File: config.mk
export PLATFORM = sky130hd
export DESIGN_NAME = snow64_issue_scheduler
export DESIGN_NICKNAME = d
export VERILOG_FILES = /design/src/rtl/snow64_issue_scheduler_pkg.sv /design/src/rtl/snow64_reg_usage_decode.sv /design/src/rtl/snow64_issue_scheduler.sv
export SDC_FILE = /design/constraint.sdc
export NUM_CORES = 1
export LEC_CHECK = 0
export BUFFER_PORTS_ARGS = -buffer_cell sky130_fd_sc_hd__buf_2
export CORE_UTILIZATION = 35
export CTS_BUF_LIST = sky130_fd_sc_hd__clkbuf_16
export DETAILED_ROUTE_END_ITERATION = 16
export GPL_ROUTABILITY_DRIVEN = 0
export PLACE_DENSITY = 0.65
export SETUP_SLACK_MARGIN = 0.2
export SLEW_MARGIN = 15
export SYNTH_ARGS = -nofsm -noshare
export SYNTH_HDL_FRONTEND = slang
export SYNTH_SLANG_ARGS = --single-unit
File: constraint.sdc
create_clock -name clk -period 4.9 [get_ports clk]
set_clock_uncertainty 0.15 [all_clocks]
set_input_delay 0.735 -clock clk [delete_from_list [all_inputs] [get_ports clk]]
set_output_delay 0.735 -clock clk [all_outputs]
set_load 0.05 [all_outputs]
File: src/rtl/snow64_issue_scheduler_pkg.sv
// snow64_issue_scheduler_pkg: decoded-instruction layout, unit/state encodings and register-usage types
package snow64_issue_scheduler_pkg;
  typedef struct packed {
    logic [2:0]  group;
    logic        op_type;
    logic [3:0]  ra;
    logic [3:0]  rb;
    logic [3:0]  rc;
    logic [3:0]  oper;
    logic [63:0] signext_imm;
    logic        nop;
  } decoded_t;
  typedef enum logic [1:0] {unit_alu, unit_cf, unit_mem, unit_io} issue_unit_t;
  localparam logic [0:0] st_run = 1'b0;
  localparam logic [0:0] st_br_wait = 1'b1;
  typedef struct packed {
    logic uses_ra_src;
    logic uses_rb;
    logic uses_rc;
    logic writes_ra;
    logic is_branch;
    logic illegal;
  } reg_usage_t;
  localparam logic [3:0] op_alu_inv = 4'd10;
  localparam logic [3:0] op_alu_add_pc_simm12 = 4'd12;
  localparam logic [3:0] op_cf_jmp = 4'd2;
  localparam logic [3:0] op_cf_reti = 4'd5;
  localparam logic [3:0] op_cf_cpy_reg_ie = 4'd6;
  localparam logic [3:0] op_cf_cpy_reg_idsta = 4'd8;
  localparam logic [3:0] op_cf_cpy_ie_reg = 4'd9;
  localparam logic [3:0] op_cf_cpy_idsta_reg = 4'd11;
  localparam logic [3:0] op_ldst_io_last = 4'd8;
  localparam logic [3:0] op_io_out = 4'd8;
  function automatic issue_unit_t unit_of(input logic [2:0] group);
    return group == 3'd0 ? unit_alu : group == 3'd1 ? unit_cf : group == 3'd4 ? unit_io : unit_mem;
  endfunction
endpackage

File: src/rtl/snow64_reg_usage_decode.sv
// snow64_reg_usage_decode: combinational group/oper to register-usage and legality
module snow64_reg_usage_decode
  import snow64_issue_scheduler_pkg::*;
(
  input  logic [2:0]  group,
  input  logic [3:0]  oper,
  output reg_usage_t  usage
);
  logic g0, g1, g2, g3, g4, bad, cf_br, cf_src, cf_dst;
  assign g0 = group == 3'd0;
  assign g1 = group == 3'd1;
  assign g2 = group == 3'd2;
  assign g3 = group == 3'd3;
  assign g4 = group == 3'd4;
  assign bad = group > 3'd4 || (g0 && oper > op_alu_add_pc_simm12) || (g1 && oper > op_cf_cpy_idsta_reg)
    || ((g2 || g3 || g4) && oper > op_ldst_io_last);
  assign cf_br = g1 && (oper <= op_cf_jmp || oper == op_cf_reti);
  assign cf_src = g1 && (oper <= op_cf_jmp || oper >= op_cf_cpy_ie_reg);
  assign cf_dst = g1 && oper >= op_cf_cpy_reg_ie && oper <= op_cf_cpy_reg_idsta;
  assign usage.illegal = bad;
  assign usage.is_branch = !bad && cf_br;
  assign usage.writes_ra = !bad && (g0 || g2 || (g4 && oper != op_io_out) || cf_dst);
  assign usage.uses_ra_src = !bad && (g3 || (g4 && oper == op_io_out) || cf_src);
  assign usage.uses_rb = !bad && ((g0 && oper != op_alu_add_pc_simm12) || g2 || g3 || g4);
  assign usage.uses_rc = !bad && ((g0 && oper < op_alu_inv) || g2 || g3);
endmodule

File: src/rtl/snow64_issue_scheduler.sv
// snow64_issue_scheduler: single-issue scheduler with register scoreboard, unit routing and branch hold
module snow64_issue_scheduler
  import snow64_issue_scheduler_pkg::*;
#(
  parameter int NUM_REGS = 16
) (
  input  logic                clk,
  input  logic                rst,
  input  logic                in_valid,
  output logic                in_ready,
  input  decoded_t            in_decoded,
  output decoded_t            out_decoded,
  output logic                out_alu_valid,
  input  logic                out_alu_ready,
  output logic                out_cf_valid,
  input  logic                out_cf_ready,
  output logic                out_mem_valid,
  input  logic                out_mem_ready,
  output logic                out_io_valid,
  input  logic                out_io_ready,
  input  logic                wb_valid,
  input  logic [3:0]          wb_index,
  input  logic                br_done,
  output logic                illegal,
  output logic [NUM_REGS-1:0] sb_pending
);
  reg_usage_t usage;
  issue_unit_t slot_unit;
  logic slot_valid, hazard, sel_ready, handoff, accept, issue;
  logic [0:0] state;
  logic [NUM_REGS-1:0] sb_next;
  snow64_reg_usage_decode u_decode (
    .group(in_decoded.group),
    .oper(in_decoded.oper),
    .usage(usage)
  );
  assign hazard = !in_decoded.nop && (((usage.uses_ra_src || usage.writes_ra) && sb_pending[in_decoded.ra])
    || (usage.uses_rb && sb_pending[in_decoded.rb]) || (usage.uses_rc && sb_pending[in_decoded.rc]));
  assign sel_ready = slot_unit == unit_alu ? out_alu_ready : slot_unit == unit_cf ? out_cf_ready
    : slot_unit == unit_mem ? out_mem_ready : out_io_ready;
  assign handoff = slot_valid && sel_ready;
  assign in_ready = !rst && state == st_run && !hazard && (!slot_valid || handoff);
  assign accept = in_valid && in_ready;
  assign issue = accept && !in_decoded.nop && !usage.illegal;
  assign out_alu_valid = slot_valid && slot_unit == unit_alu;
  assign out_cf_valid = slot_valid && slot_unit == unit_cf;
  assign out_mem_valid = slot_valid && slot_unit == unit_mem;
  assign out_io_valid = slot_valid && slot_unit == unit_io;
  // writeback clear applies before the accept set, so a same-index collision leaves the bit set
  assign sb_next = (sb_pending & ~(wb_valid ? NUM_REGS'(1) << wb_index : '0))
    | (issue && usage.writes_ra ? NUM_REGS'(1) << in_decoded.ra : '0);
  always_ff @(posedge clk) begin
    if (rst) begin
      state <= st_run;
      slot_valid <= 1'b0;
      slot_unit <= unit_alu;
      out_decoded <= '0;
      illegal <= 1'b0;
      sb_pending <= '0;
    end else begin
      state <= state == st_run ? (issue && usage.is_branch ? st_br_wait : st_run) : (br_done ? st_run : st_br_wait);
      slot_valid <= issue ? 1'b1 : handoff ? 1'b0 : slot_valid;
      slot_unit <= issue ? unit_of(in_decoded.group) : slot_unit;
      out_decoded <= issue ? in_decoded : out_decoded;
      illegal <= accept && !in_decoded.nop && usage.illegal;
      sb_pending <= sb_next;
    end
  end
endmodule

* Yosys cells after proc, flatten, opt, wreduce, memory -nomap -nowiden
Cells that the tools add are included.
Operators by class: shift operators 2, eq/ne operators 11, reductions and logical operators 63, bitwise operators 4, $lt $le $gt $ge 12, multiplexer cells 19
Operators with widths (count):
- logical AND 1 bit | 34
- two-way mux 16 bit | 2
- left shift 1 x 4 -> 16 bit (first input constant) | 2
- logical OR 1 bit | 21
- bitwise AND 16 bit | 1
- NOT 16 bit | 1
- OR 16 bit | 1
- less-than comparator 4 x 5 -> 1 bit (second input constant) | 3
- binary-select mux 1 bit (select 4 bit) | 3
- > comparator 4 bit (second input constant) | 3
- two-way mux 1 bit | 12
- inequality test 4 bit (second input constant) | 2
- == test 3 x 2 -> 1 bit (second input constant) | 2
- zero test 1 bit | 5
- == test 2 bit (second input constant) | 2
- == test 4 x 3 -> 1 bit (second input constant) | 1
- == test 4 bit (second input constant) | 1
- greater-or-equal comparator 4 x 3 -> 1 bit (second input constant) | 1
- greater-or-equal comparator 4 bit (second input constant) | 1
- less-or-equal comparator 4 x 2 -> 1 bit (second input constant) | 1
- less-or-equal comparator 4 bit (second input constant) | 1
- less-than comparator 4 bit (second input constant) | 1
- two-way mux 2 bit | 2
- == test 3 x 1 -> 1 bit (second input constant) | 1
- 7 further kinds | 7
Storage, ports and cells: flip-flop bits (word level) 106, word-level logic and storage cells 124, output and inout port bits 107, input port bits 98

* Logic depth before layout (Yosys ltp)
depth after elaboration 21, depth in mapped cells 10, gate-level depth less buffers 6

* By module
A second synthesis with hierarchy kept.
Second synthesis, totals: cell total of the unflattened synthesis 488, area, all modules 5417.7 um^2
Modules (own cells, without submodules):
- snow64_issue_scheduler | times used 1, cells an instance 451, seq. area each 2122.0 um^2, area an instance 5171.2 um^2
- snow64_reg_usage_decode | times used 1, cells an instance 37, seq. area each 0.0 um^2, area an instance 246.5 um^2

* Worst setup path before layout
No wires, ideal clock.
path kind input port to output port, from input in_decoded[70] in the netlist's numbering, to output in_ready, data required time 4.015 ns, slack 1.208 ns, arrival time 2.807 ns, buffers on the path 2, stages on the path 8, cell sequence buf_2 > mux4_2 > o22ai_1 > o22ai_1 > a211o_1 > clkbuf_1 > nor2_1 > o311a_1
On the way: word-level cells in the longest chain between the ends 8
Ends and longest elaborated chain:
- start: declaration | line snow64_issue_scheduler.sv:11 | input decoded_t in_decoded,
- binary-select mux 1 bit (select 4 bit) | line snow64_issue_scheduler.sv:38 | || (usage.uses_rb && sb_pending[in_decoded.rb]) || (usage.uses_rc && sb_pending[in_decoded.rc]));
- two-way mux 1 bit (not written as such) | line snow64_issue_scheduler.sv:38
- logical AND 1 bit | line snow64_issue_scheduler.sv:38
- logical OR 1 bit | line snow64_issue_scheduler.sv:38
- logical AND 1 bit | line snow64_issue_scheduler.sv:37 | assign hazard = !in_decoded.nop && (((usage.uses_ra_src || usage.writes_ra) && sb_pending[in_decoded.ra])
- zero test 1 bit | line snow64_issue_scheduler.sv:42 | assign in_ready = !rst && state == st_run && !hazard && (!slot_valid || handoff);
- logical AND 1 bit (2 in series) | line snow64_issue_scheduler.sv:42
- end: declaration | line snow64_issue_scheduler.sv:10 | output logic in_ready,
Every way passes these cells. The select of a mux whose other input is x is not followed.

* Worst setup path after layout
Ends and elaborated chain as after synthesis.

==> out/qor.txt <==
commonest register cell after synthesis: dfxtp_1
commonest non-fill, non-tap cell in the layout: buf_2
LEAKAGE: 2.84 nW
DR pass1 iterations: 5
hold endpoint: out_decoded[34]
wire per inst: 17.7 µm
setup violators final: 0
layout cells sized above 1: 37.3%
DR vias: 4972
cts repair resizes: 0
initial antenna violation count: 0
maximum clock rate: 0.268 GHz
Worst VDD drop: 0.149 mV
ys async rst share: 0%
Critical Path Sink Type: output port
Mean Syn Cell Area: 9.50 µm²
count of pins over their slew limit: 0
slew margin rel.: 27.9%
Post-Route Utilization: 46.0%
Num CTS Buffers: 9
Rows: 43
Worst setup SP type: input port
CP arrival: 2.84 ns
worst-path fanout max: 7
Worst Path Required: 4.01 ns
wire length of the first global-routing pass: 24.0 mm
r2r worst-path depth: 5
antenna viol nets, final: 0
PortBufs: 204
Root Buffer: clkbuf_16
clock tree from TritonCTS: built
yosys warns: 0
hold_buf cts: 0
diode count: 0
hold depth: 2
post-synthesis sequential area ratio: 41.5%
initial detailed-routing violation count: 394
CTS Sinks: 106
Clock transition at path regs: 0.07 ns
CTS max path bufs: 2
Hold Startpoint: out_decoded[34]
Worst Max-Slew Pin Slew: 1.08 ns
total gr overflow: 0
slowest cell on the critical path: mux4_2
Finished Cell Area: 6470 µm²
Final Power: 1.88 mW
min cycle time layout: 3.73 ns
Layout area overhead: 26.5%
worst slack at placement: 1.20 ns
largest net degree at the start of global routing: 78
Post-Syn Area: 5110 µm²
Initial Utilization: 36.4%
Nets: 798
Pwr Density: 291 nW/µm²
Die Ht: 123 µm
Reg-to-Reg End: out_decoded[10]
worst stage delay on the critical path: 0.54 ns
Max-Cap Viols: 0
status: finished, final reports clean
CTS H-tree depth: 3
Core Region: 14000 µm²
Setup Buffers After CTS: 0
I/O pin count: 205
RSZ-0062 raised after global routing: no
Reg2Reg Setup Slack: 2.02 ns
Worst Setup Slack, final: 1.17 ns
Clock Latency Late Sink: 0.34 ns
Post-Syn Instances: 538
Mapped Nets: 636
worst hold path class: register to register
total die area: 15100 µm²
Total GRT Usage: 20.5%
final period utilization: 76.1%
distinct cell type count of the synthesized netlist: 50
commonest cells after routing, fill and taps aside: 203 x buf_2, 106 x dfxtp_1, 51 x a21oi_1, 49 x o31ai_1, 48 x nand4_1
vias per inst: 5.62
Post-DP Area: 6180 µm²
FF+latch count, synth: 106
worst path cell trace: buf_2, mux4_2, o22ai_1, o22ai_1, a211o_2, nor2_1, o311a_1, buf_2
total negative slack: 0 ns
kind of critical path: input port to output port
HPWL Detailed: 10.7 mm
Chip Width: 123 µm
Post-synth EDFFs: 0
worst r2r src: slot_unit[0]
total length of routed wires: 15.6 mm
Final Hold Vio Count: 0
number of global-route vias before repair: 4653
DRC Markers: 0
## routing by layer
layer,GRT usage [%],vias up,part of all wire (%)
li1,-,2375,-
met1,26.3,2366,43
met2,34.2,213,49
met3,4.51,18,7.1
met4,6.33,0,1.4
met5,0,-,0
## how the worst max path moves through the flow
stage | startpoint | slack, ns | end | cells past startpoint
finish | in_decoded[70] | 1.17 | in_ready | 8
global route | in_decoded[70] | 1.14 | in_ready | 8
CTS | in_decoded[70] | 1.20 | in_ready | 8
detailed placement | in_decoded[70] | 1.20 | in_ready | 8
global placement | in_decoded[70] | 1.24 | in_ready | 8
floorplan | in_decoded[70] | 1.21 | in_ready | 8
## stage by stage
step           cells  hold WS, ns
2_1_floorplan    538        0.322
3_3_place_gp     869        0.301
3_5_place_dp     869        0.303
4_1_cts          885        0.318
5_1_grt          885        0.337
6_report         885        0.315
## area by class of cell
type / count / area, µm²
timing repair buffer: 211 / 1080
tap: 180 / 225
inverter: 4 / 15.0
clock inverter: 7 / 60.1
clock buffer: 9 / 225
sequential: 106 / 2120
multi-input combinational: 368 / 2740
fill: 1342 / 7580
## sequential cells by signal, summed over array words and instances (netlist names)
register and count:
illegal 1, out_decoded 85, sb_pending 16, slot_unit 2, slot_valid 1, state 1
## logic make-up (layout without fill, tap and decap cells)
kind of cell	Yosys count	in the layout	share of synthesized area, %
AO/OA/AOI/OAI	151	151	20.6
XOR/XNOR	1	1	0.171
buffers and inverters	64	231	5.46
flip-flops	106	106	41.5
AND/OR/NAND/NOR	157	157	17.7
multiplexers	59	59	14.5
## report_power, final
part	total (mW)	switching [mW]	internal (mW)
clock network	0.700	0.310	0.390
logic	0.293	0.206	0.0875
registers	0.890	0.00935	0.880
## worst max-delay path, delay by kind of cell
family | cells | cell delay [ns]
buffers and inverters | 2 | 0.50
AND/OR/NAND/NOR | 1 | 0.18
AO/OA/AOI/OAI | 4 | 0.88
multiplexers | 1 | 0.54
## cell usage after synthesis, types with 2 or more instances
library cell	instances	area, µm²
nor2_1	16	60.1
dfxtp_1	106	2120
mux2i_1	9	90.1
nand2_1	12	45.0
o22ai_1	3	18.8
buf_4	3	22.5
inv_1	4	15.0
a221oi_1	2	17.5
nand3_1	12	60.1
mux2_1	22	248
clkbuf_1	42	158
o311ai_0	3	26.3
o211ai_1	9	67.6
nand3b_1	4	30.0
nand2b_1	10	62.6
nor3b_1	2	15.0
nor3_1	2	10.0
nor2b_1	40	250
buf_1	3	11.3
nand4_1	48	300
o21ai_0	3	15.0
o31ai_1	49	368
a21oi_1	51	255
a311oi_1	2	17.5
o41ai_1	15	131
mux2_2	20	225
and3_1	4	25.0
buf_2	10	50.1
or3_1	3	18.8
mux4_2	8	180
buf_6	2	22.5
(Power assumes the default switching activity.)
